[src/rtl/msi_directory_controller.sv]
// MSI directory for NUM_PROCS L1 channels. It keeps a per-line state, sharer vector and owner,
// serialises one request at a time, and sends invalidates or downgrades before it grants a line.
//
// state   | meaning
// IDLE    | ReqReady high, waiting for a request
// LOOKUP  | read the directory entry and choose the path
// INVAL   | invalidate/downgrade pulse issued, collecting acks
// WB_WAIT | waiting for the owner's write-back and the remaining acks
// MEM_RD  | memory read strobe; data returns in the next cycle
// MEM_WR  | memory write strobe (write-back or dirty Put)
// RESP    | response pulse and directory entry update
module msi_directory_controller #(
  parameter int NUM_PROCS = 2,
  parameter int PID_W     = 1,
  parameter int ADDR_W    = 4,
  parameter int DATA_W    = 4
) (
  input  logic                 Clock,
  input  logic                 ResetN,
  input  logic                 ReqValid,
  output logic                 ReqReady,
  input  logic [PID_W-1:0]     ReqProc,
  input  logic [1:0]           ReqType,
  input  logic [ADDR_W-1:0]    ReqAddr,
  input  logic [DATA_W-1:0]    ReqData,
  output logic                 RespValid,
  output logic [PID_W-1:0]     RespProc,
  output logic [2:0]           RespState,
  output logic [DATA_W-1:0]    RespData,
  output logic                 InvValid,
  output logic [NUM_PROCS-1:0] InvMask,
  output logic                 InvDowngrade,
  output logic [ADDR_W-1:0]    InvAddr,
  input  logic [NUM_PROCS-1:0] InvAck,
  input  logic                 WbValid,
  input  logic [DATA_W-1:0]    WbData,
  output logic                 MemRdEn,
  output logic                 MemWrEn,
  output logic [ADDR_W-1:0]    MemAddr,
  output logic [DATA_W-1:0]    MemWrData,
  input  logic [DATA_W-1:0]    MemRdData,
  output logic                 Busy
);

  localparam int DEPTH = 1 << ADDR_W;
  localparam logic [2:0] ST_I = 3'b001, ST_S = 3'b010, ST_M = 3'b011;
  localparam logic [1:0] T_GETS = 2'b00, T_GETM = 2'b01, T_PUT = 2'b10;
  localparam logic [NUM_PROCS-1:0] ONE = NUM_PROCS'(1);
  localparam logic [PID_W:0] NP = (PID_W+1)'(NUM_PROCS);

  typedef enum logic [2:0] {IDLE, LOOKUP, INVAL, WB_WAIT, MEM_RD, MEM_WR, RESP} stateT;

  stateT state, nextState;

  logic [2:0]           dirState   [DEPTH];
  logic [NUM_PROCS-1:0] dirSharers [DEPTH];
  logic [PID_W-1:0]     dirOwner   [DEPTH];

  logic [PID_W-1:0]     rProc;
  logic [1:0]           rType;
  logic [ADDR_W-1:0]    rAddr;
  logic [DATA_W-1:0]    rData;
  logic [NUM_PROCS-1:0] pending;
  logic                 downgrade, invFirst, wbGot;
  logic [DATA_W-1:0]    wbDataQ;
  logic [PID_W-1:0]     holdProc;
  logic [2:0]           holdState;
  logic [DATA_W-1:0]    holdData;

  logic [2:0]           entState;
  logic [NUM_PROCS-1:0] entSharers, pBit, ownerBit, lookupPend, pendNext, putSharers;
  logic [PID_W-1:0]     entOwner;
  logic                 isM, ownerIsReq, otherOwner, badReq;
  logic [2:0]           respStateNow;
  logic [DATA_W-1:0]    respDataNow;
  logic                 dirWe;
  logic [2:0]           newState;
  logic [NUM_PROCS-1:0] newSharers;
  logic [PID_W-1:0]     newOwner;

  // The entry cannot change between LOOKUP and RESP, so every later state re-reads it.
  assign entState   = dirState[rAddr];
  assign entSharers = dirSharers[rAddr];
  assign entOwner   = dirOwner[rAddr];
  assign isM        = (entState == ST_M);
  assign ownerIsReq = (entOwner == rProc);
  assign otherOwner = isM && !ownerIsReq;
  assign pBit       = ONE << rProc;
  assign ownerBit   = ONE << entOwner;
  assign badReq     = (rType == 2'b11) || ({1'b0, rProc} >= NP);
  assign lookupPend = (rType == T_GETS || otherOwner) ? ownerBit : (entSharers & ~pBit);
  assign pendNext   = pending & ~InvAck;
  assign putSharers = entSharers & ~pBit;

  always_comb begin
    nextState = state;
    case (state)
      IDLE:    if (ReqValid) nextState = LOOKUP;
      LOOKUP: begin
        if (badReq)                nextState = RESP;
        else if (rType == T_GETS)  nextState = otherOwner ? INVAL : (isM ? RESP : MEM_RD);
        else if (rType == T_GETM)  nextState = (lookupPend != '0) ? INVAL : RESP;
        else                       nextState = (isM && ownerIsReq) ? MEM_WR : RESP;
      end
      INVAL: begin
        if (otherOwner)            nextState = WB_WAIT;
        else if (pendNext == '0)   nextState = RESP;
      end
      WB_WAIT: if ((wbGot || WbValid) && pendNext == '0) nextState = MEM_WR;
      MEM_RD:  nextState = RESP;
      MEM_WR:  nextState = RESP;
      RESP:    nextState = IDLE;
      default: nextState = IDLE;
    endcase
  end

  always_comb begin
    respStateNow = ST_I;
    respDataNow  = '0;
    dirWe        = 1'b0;
    newState     = entState;
    newSharers   = entSharers;
    newOwner     = entOwner;
    if (!badReq) begin
      case (rType)
        T_GETS: begin
          respStateNow = (isM && ownerIsReq) ? ST_M : ST_S;
          respDataNow  = (isM && ownerIsReq) ? '0 : (isM ? wbDataQ : MemRdData);
          if (!(isM && ownerIsReq)) begin
            dirWe      = 1'b1;
            newState   = ST_S;
            newSharers = isM ? (ownerBit | pBit) : (entSharers | pBit);
          end
        end
        T_GETM: begin
          respStateNow = ST_M;
          respDataNow  = rData;
          dirWe        = 1'b1;
          newState     = ST_M;
          newOwner     = rProc;
          newSharers   = pBit;
        end
        T_PUT: begin
          if (isM && ownerIsReq) begin
            dirWe      = 1'b1;
            newState   = ST_I;
            newSharers = '0;
          end else if (entState == ST_S && (entSharers & pBit) != '0) begin
            dirWe      = 1'b1;
            newSharers = putSharers;
            newState   = (putSharers == '0) ? ST_I : ST_S;
          end
        end
        default: ;
      endcase
    end
  end

  always_ff @(posedge Clock or negedge ResetN) begin
    if (!ResetN) begin
      state     <= IDLE;
      rProc     <= '0;
      rType     <= '0;
      rAddr     <= '0;
      rData     <= '0;
      pending   <= '0;
      downgrade <= 1'b0;
      invFirst  <= 1'b0;
      wbGot     <= 1'b0;
      wbDataQ   <= '0;
      holdProc  <= '0;
      holdState <= '0;
      holdData  <= '0;
      for (int i = 0; i < DEPTH; i++) begin
        dirState[i]   <= '0;
        dirSharers[i] <= '0;
        dirOwner[i]   <= '0;
      end
    end else begin
      state <= nextState;
      if (state == IDLE && ReqValid) begin
        rProc <= ReqProc;
        rType <= ReqType;
        rAddr <= ReqAddr;
        rData <= ReqData;
        wbGot <= 1'b0;
      end
      if (state == LOOKUP) begin
        pending   <= lookupPend;
        downgrade <= (rType == T_GETS);
        invFirst  <= (nextState == INVAL);
      end else begin
        invFirst  <= 1'b0;
      end
      if (state == INVAL || state == WB_WAIT) begin
        pending <= pendNext;
        if (WbValid) begin
          wbGot   <= 1'b1;
          wbDataQ <= WbData;
        end
      end
      if (state == RESP) begin
        holdProc  <= rProc;
        holdState <= respStateNow;
        holdData  <= respDataNow;
        if (dirWe) begin
          dirState[rAddr]   <= newState;
          dirSharers[rAddr] <= newSharers;
          dirOwner[rAddr]   <= newOwner;
        end
      end
    end
  end

  assign ReqReady     = (state == IDLE);
  assign Busy         = (state != IDLE);
  assign RespValid    = (state == RESP);
  assign RespProc     = RespValid ? rProc : holdProc;
  assign RespState    = RespValid ? respStateNow : holdState;
  assign RespData     = RespValid ? respDataNow : holdData;
  assign InvValid     = invFirst;
  assign InvMask      = invFirst ? pending : '0;
  assign InvDowngrade = invFirst & downgrade;
  assign InvAddr      = invFirst ? rAddr : '0;
  assign MemRdEn      = (state == MEM_RD);
  assign MemWrEn      = (state == MEM_WR);
  assign MemAddr      = (MemRdEn || MemWrEn) ? rAddr : '0;
  assign MemWrData    = MemWrEn ? ((rType == T_PUT) ? rData : wbDataQ) : '0;

endmodule

[config.mk]
export PLATFORM = sky130hd
export DESIGN_NAME = msi_directory_controller
export DESIGN_NICKNAME = d
export VERILOG_FILES = /design/src/rtl/msi_directory_controller.sv
export SDC_FILE = /design/constraint.sdc
export NUM_CORES = 1
export LEC_CHECK = 0
export BUFFER_PORTS_ARGS = -buffer_cell sky130_fd_sc_hd__buf_2
export CORE_MARGIN = 2
export CORE_UTILIZATION = 56
export CTS_BUF_LIST = sky130_fd_sc_hd__clkbuf_4
export CTS_CLUSTER_DIAMETER = 200
export CTS_CLUSTER_SIZE = 20
export DETAILED_ROUTE_END_ITERATION = 16
export PLACE_DENSITY = 0.84
export SYNTH_ARGS = -nofsm -noshare
export SYNTH_HDL_FRONTEND = slang
export SYNTH_SLANG_ARGS = --single-unit
[constraint.sdc]
create_clock -name Clock -period 3.1 [get_ports Clock]
set_clock_uncertainty 0.1 [all_clocks]
set_input_delay 0.155 -clock Clock [delete_from_list [all_inputs] [get_ports Clock]]
set_output_delay 0.155 -clock Clock [all_outputs]
set_load 0.02 [all_outputs]
==> flow_metrics.env <==
export IMPL_slew_violations=0
export IMPL_nets=726
export IMPL_peakVddDrop_uv=531.3
export IMPL_rrSetupSlack_ns=-0.37
export IMPL_cp_required_ns=3.44
export IMPL_worstPathArrival_ns=3.80
export IMPL_p_total_mw=9.229
export IMPL_timing_final_crit_share_pct=111.8
export IMPL_cts_max_path_buffers=2
export IMPL_critPathLaunchType="flip-flop"
export IMPL_cts_root_buffer="clkbuf_4"
export IMPL_io_buffers=53
export IMPL_wirelength_mm=22.35
export IMPL_crit_type="reg -> reg"
export IMPL_syn_to_final_growth_pct=33.82
export IMPL_initial_utilization_pct=57.08
export IMPL_netlist_instances=528
export IMPL_multi_input_area_um2=3840
export IMPL_numCtsBuffers=17
export IMPL_cpMaxStageDelayCell="mux4_2"
export IMPL_final_cell_mix="dfrtp_1, buf_4, mux2_4"
export IMPL_design_area_um2=9099
export IMPL_dp_slack_ns=-0.2786
export IMPL_cp_cell_sequence="buf_8 -> buf_4 -> buf_4 -> mux4_2 -> a22oi_1 -> nand2_2 -> buf_6 -> nand3_2 -> a211oi_1 -> a2111o_1 -> buf_6 -> mux2_2"
export IMPL_grt_pass1_vias=5797
export IMPL_vias_per_cell=6.570
export IMPL_antenna_found_initial=0
export IMPL_fin_cells=860
export IMPL_violations="setup timing"
export IMPL_reg2regPathDepth=12
export IMPL_dieArea_um2=13040
export IMPL_synth_cell_types=62
export IMPL_final_core_util_pct=76.39
export IMPL_drtIter0Drc=588
export IMPL_ys_seq_area_share_pct=46.74
export IMPL_rsz0062_at_grt="true"
export IMPL_max_cap_violations=0
export IMPL_synth_yosys_warnings=0
export IMPL_drc=0
export IMPL_drive_gt1_share_pct=53.30
export IMPL_tns_ns=-18.12
export IMPL_rows=40
export IMPL_postRouteAntennaNets=0
export IMPL_gp_congestion=0.9333
export IMPL_setup_viol=97
export IMPL_die_h_um=114.2
export IMPL_syn_avg_cell_area_um2=12.88
export IMPL_path_max_fanout=8
export IMPL_slew_limit_headroom_pct=44.77
export IMPL_ys_ff_latch=127
export IMPL_crit_path_end_kind="flip-flop"
export IMPL_worst_pin_slew_ns=0.8284
export IMPL_fill_cells=671
export IMPL_grt_max_degree=67
export IMPL_hold_viol_final=0
export IMPL_power_density_nw_per_um2=1014
export IMPL_pin_count=54
export IMPL_setup_slack_ns=-0.3671
export IMPL_dr_pass1_iters=8
export IMPL_hold_slack_ns=0.1192
export IMPL_gr_total_overflow=0
export IMPL_cts_max_level=4
export IMPL_grt_pass1_wl_mm=32.38
export IMPL_status="finished, violations left"
export IMPL_dp_cells=747
export IMPL_dp_hpwl_mm=11.97
export IMPL_diodes=0
export IMPL_syn_num_nets=553
export IMPL_clkTransAtPathRegs_ns=0.13
export IMPL_clk_latency_ns=0.57
export IMPL_core_um2=11910
export IMPL_p_leak_nw=4.363
export IMPL_async_flop_share_pct=100.0
export IMPL_clock_sinks=127
export IMPL_rr_endpoint="dirState[27]"
export IMPL_placed_cell_area_um2=7460
export IMPL_ff_latch_area_um2=3181
export IMPL_cts_tree="built"
export IMPL_hp_class="in -> async"
export IMPL_grtUsageTotal_pct=33.36
export IMPL_wl_per_cell_um=25.99
export IMPL_r2r_start="rAddr[0]"
export IMPL_vias=5650
export IMPL_ys_flop_type="dfrtp_1"
export IMPL_dieWidth_um=114.2
export IMPL_synth_area_um2=6799
export IMPL_synth_enable_flop_cells=0
export IMPL_cpPeakStageDelay_ns=0.56
export IMPL_final_common_cell="dfrtp_1"
export IMPL_period_minus_slack_ns=3.467
export IMPL_fmax_ghz=0.2884
metal layers:
metal,routed length (um),share of wire (%),global-route usage [%],vias to the layer above
li1,-,-,-,2295
met1,8155,36,41.66,2756
met2,10660,48,53.06,452
met3,2183,9.8,8.417,147
met4,1345,6.0,19.35,0
met5,0,0,0,-
kinds of logic (layout without fill, tap and decap cells):
group	Yosys count	in the layout	synth area share [%]
AOI/OAI and AO/OA	73	74	7.655
and+or+nand+nor	157	157	14.56
muxes	129	129	27.25
DFF	127	127	46.74
buffers and inverters	42	226	3.791
cell type report:
class                           count  share of cell area [%]
Clock buffer                       18                   1.485
Timing Repair Buffer              184                   17.35
Clock inverter                     13                   1.526
Sequential cell                   127                   34.96
Tap cell                          147                   2.021
Multi-Input combinational cell    360                   42.20
Inverter                           11                  0.4538
worst max path at each step:
stage	start	endpoint	slack [ns]	cells past startpoint
6_report	rAddr[0]	dirState[27]	-0.37	12
5_1_grt	rAddr[0]	RespData[0]	-0.47	12
4_1_cts	rAddr[0]	RespData[3]	-0.28	10
2_1_floorplan	rAddr[0]	holdData[0]	0.05	11
3_3_place_gp	rAddr[0]	dirOwner[2]	-0.16	10
3_5_place_dp	rAddr[0]	dirOwner[2]	-0.28	10
worst max-delay path: cells and delay by family (launching register included):
family                 cells  cell delay (ns)
buffers and inverters      5             0.73
AO/OA/AOI/OAI              3             0.96
multiplexers               2             0.83
AND/OR/NAND/NOR            2             0.24
flip-flops                 1             0.46
where the power goes:
group | internal [mW] | total, mW | switching, mW
Combinational | 2.54 | 5.43 | 2.90
Clock | 0.484 | 1.16 | 0.680
Sequential | 2.15 | 2.63 | 0.477
Total | 5.18 | 9.23 | 4.05
cells in the mapped netlist (3+ instances only):
master    instances  share of area (%)
mux2_1           14                2.3
nand3_4          11                2.8
nor2_1           12               0.66
buf_6             5               0.83
and2_1           31                2.9
nor2b_1           7               0.64
inv_1             9               0.50
mux4_2           17                5.6
a22oi_1           7               0.77
clkbuf_1         13               0.72
o21ai_0          26                1.9
nand3_1          19                1.4
buf_4             3               0.33
mux4_1            9                3.5
nand2_1          49                2.7
mux2i_1           7                1.0
or3_1             3               0.28
dfrtp_1         127                 47
mux2_2           60                9.9
a32oi_1           4               0.52
o22ai_1           3               0.28
and3_1            3               0.28
buf_2             6               0.44
nor3_1            5               0.37
a21oi_1           9               0.66
mux2_4           22                4.9
flip-flops by register name, indices dropped and copies added (netlist names), 2 cells and up:
signal	flops
dirState	48
dirSharers	32
dirOwner	16
holdData	4
rAddr	4
rData	4
wbDataQ	4
holdState	3
state	3
pending	2
rType	2
what timing repair did:
item / 4_1_cts / 5_1_grt
pin swaps: 30 / 28
setup buffers: 47 / 8
resized for setup: 133 / 40
hold endpoints to repair: 82 / 0
setup endpoints to repair: 99 / 99
cloned: 2 / 0
hold buffers: 26 / 0
No activity file was read; power rests on OpenSTA's default activity.
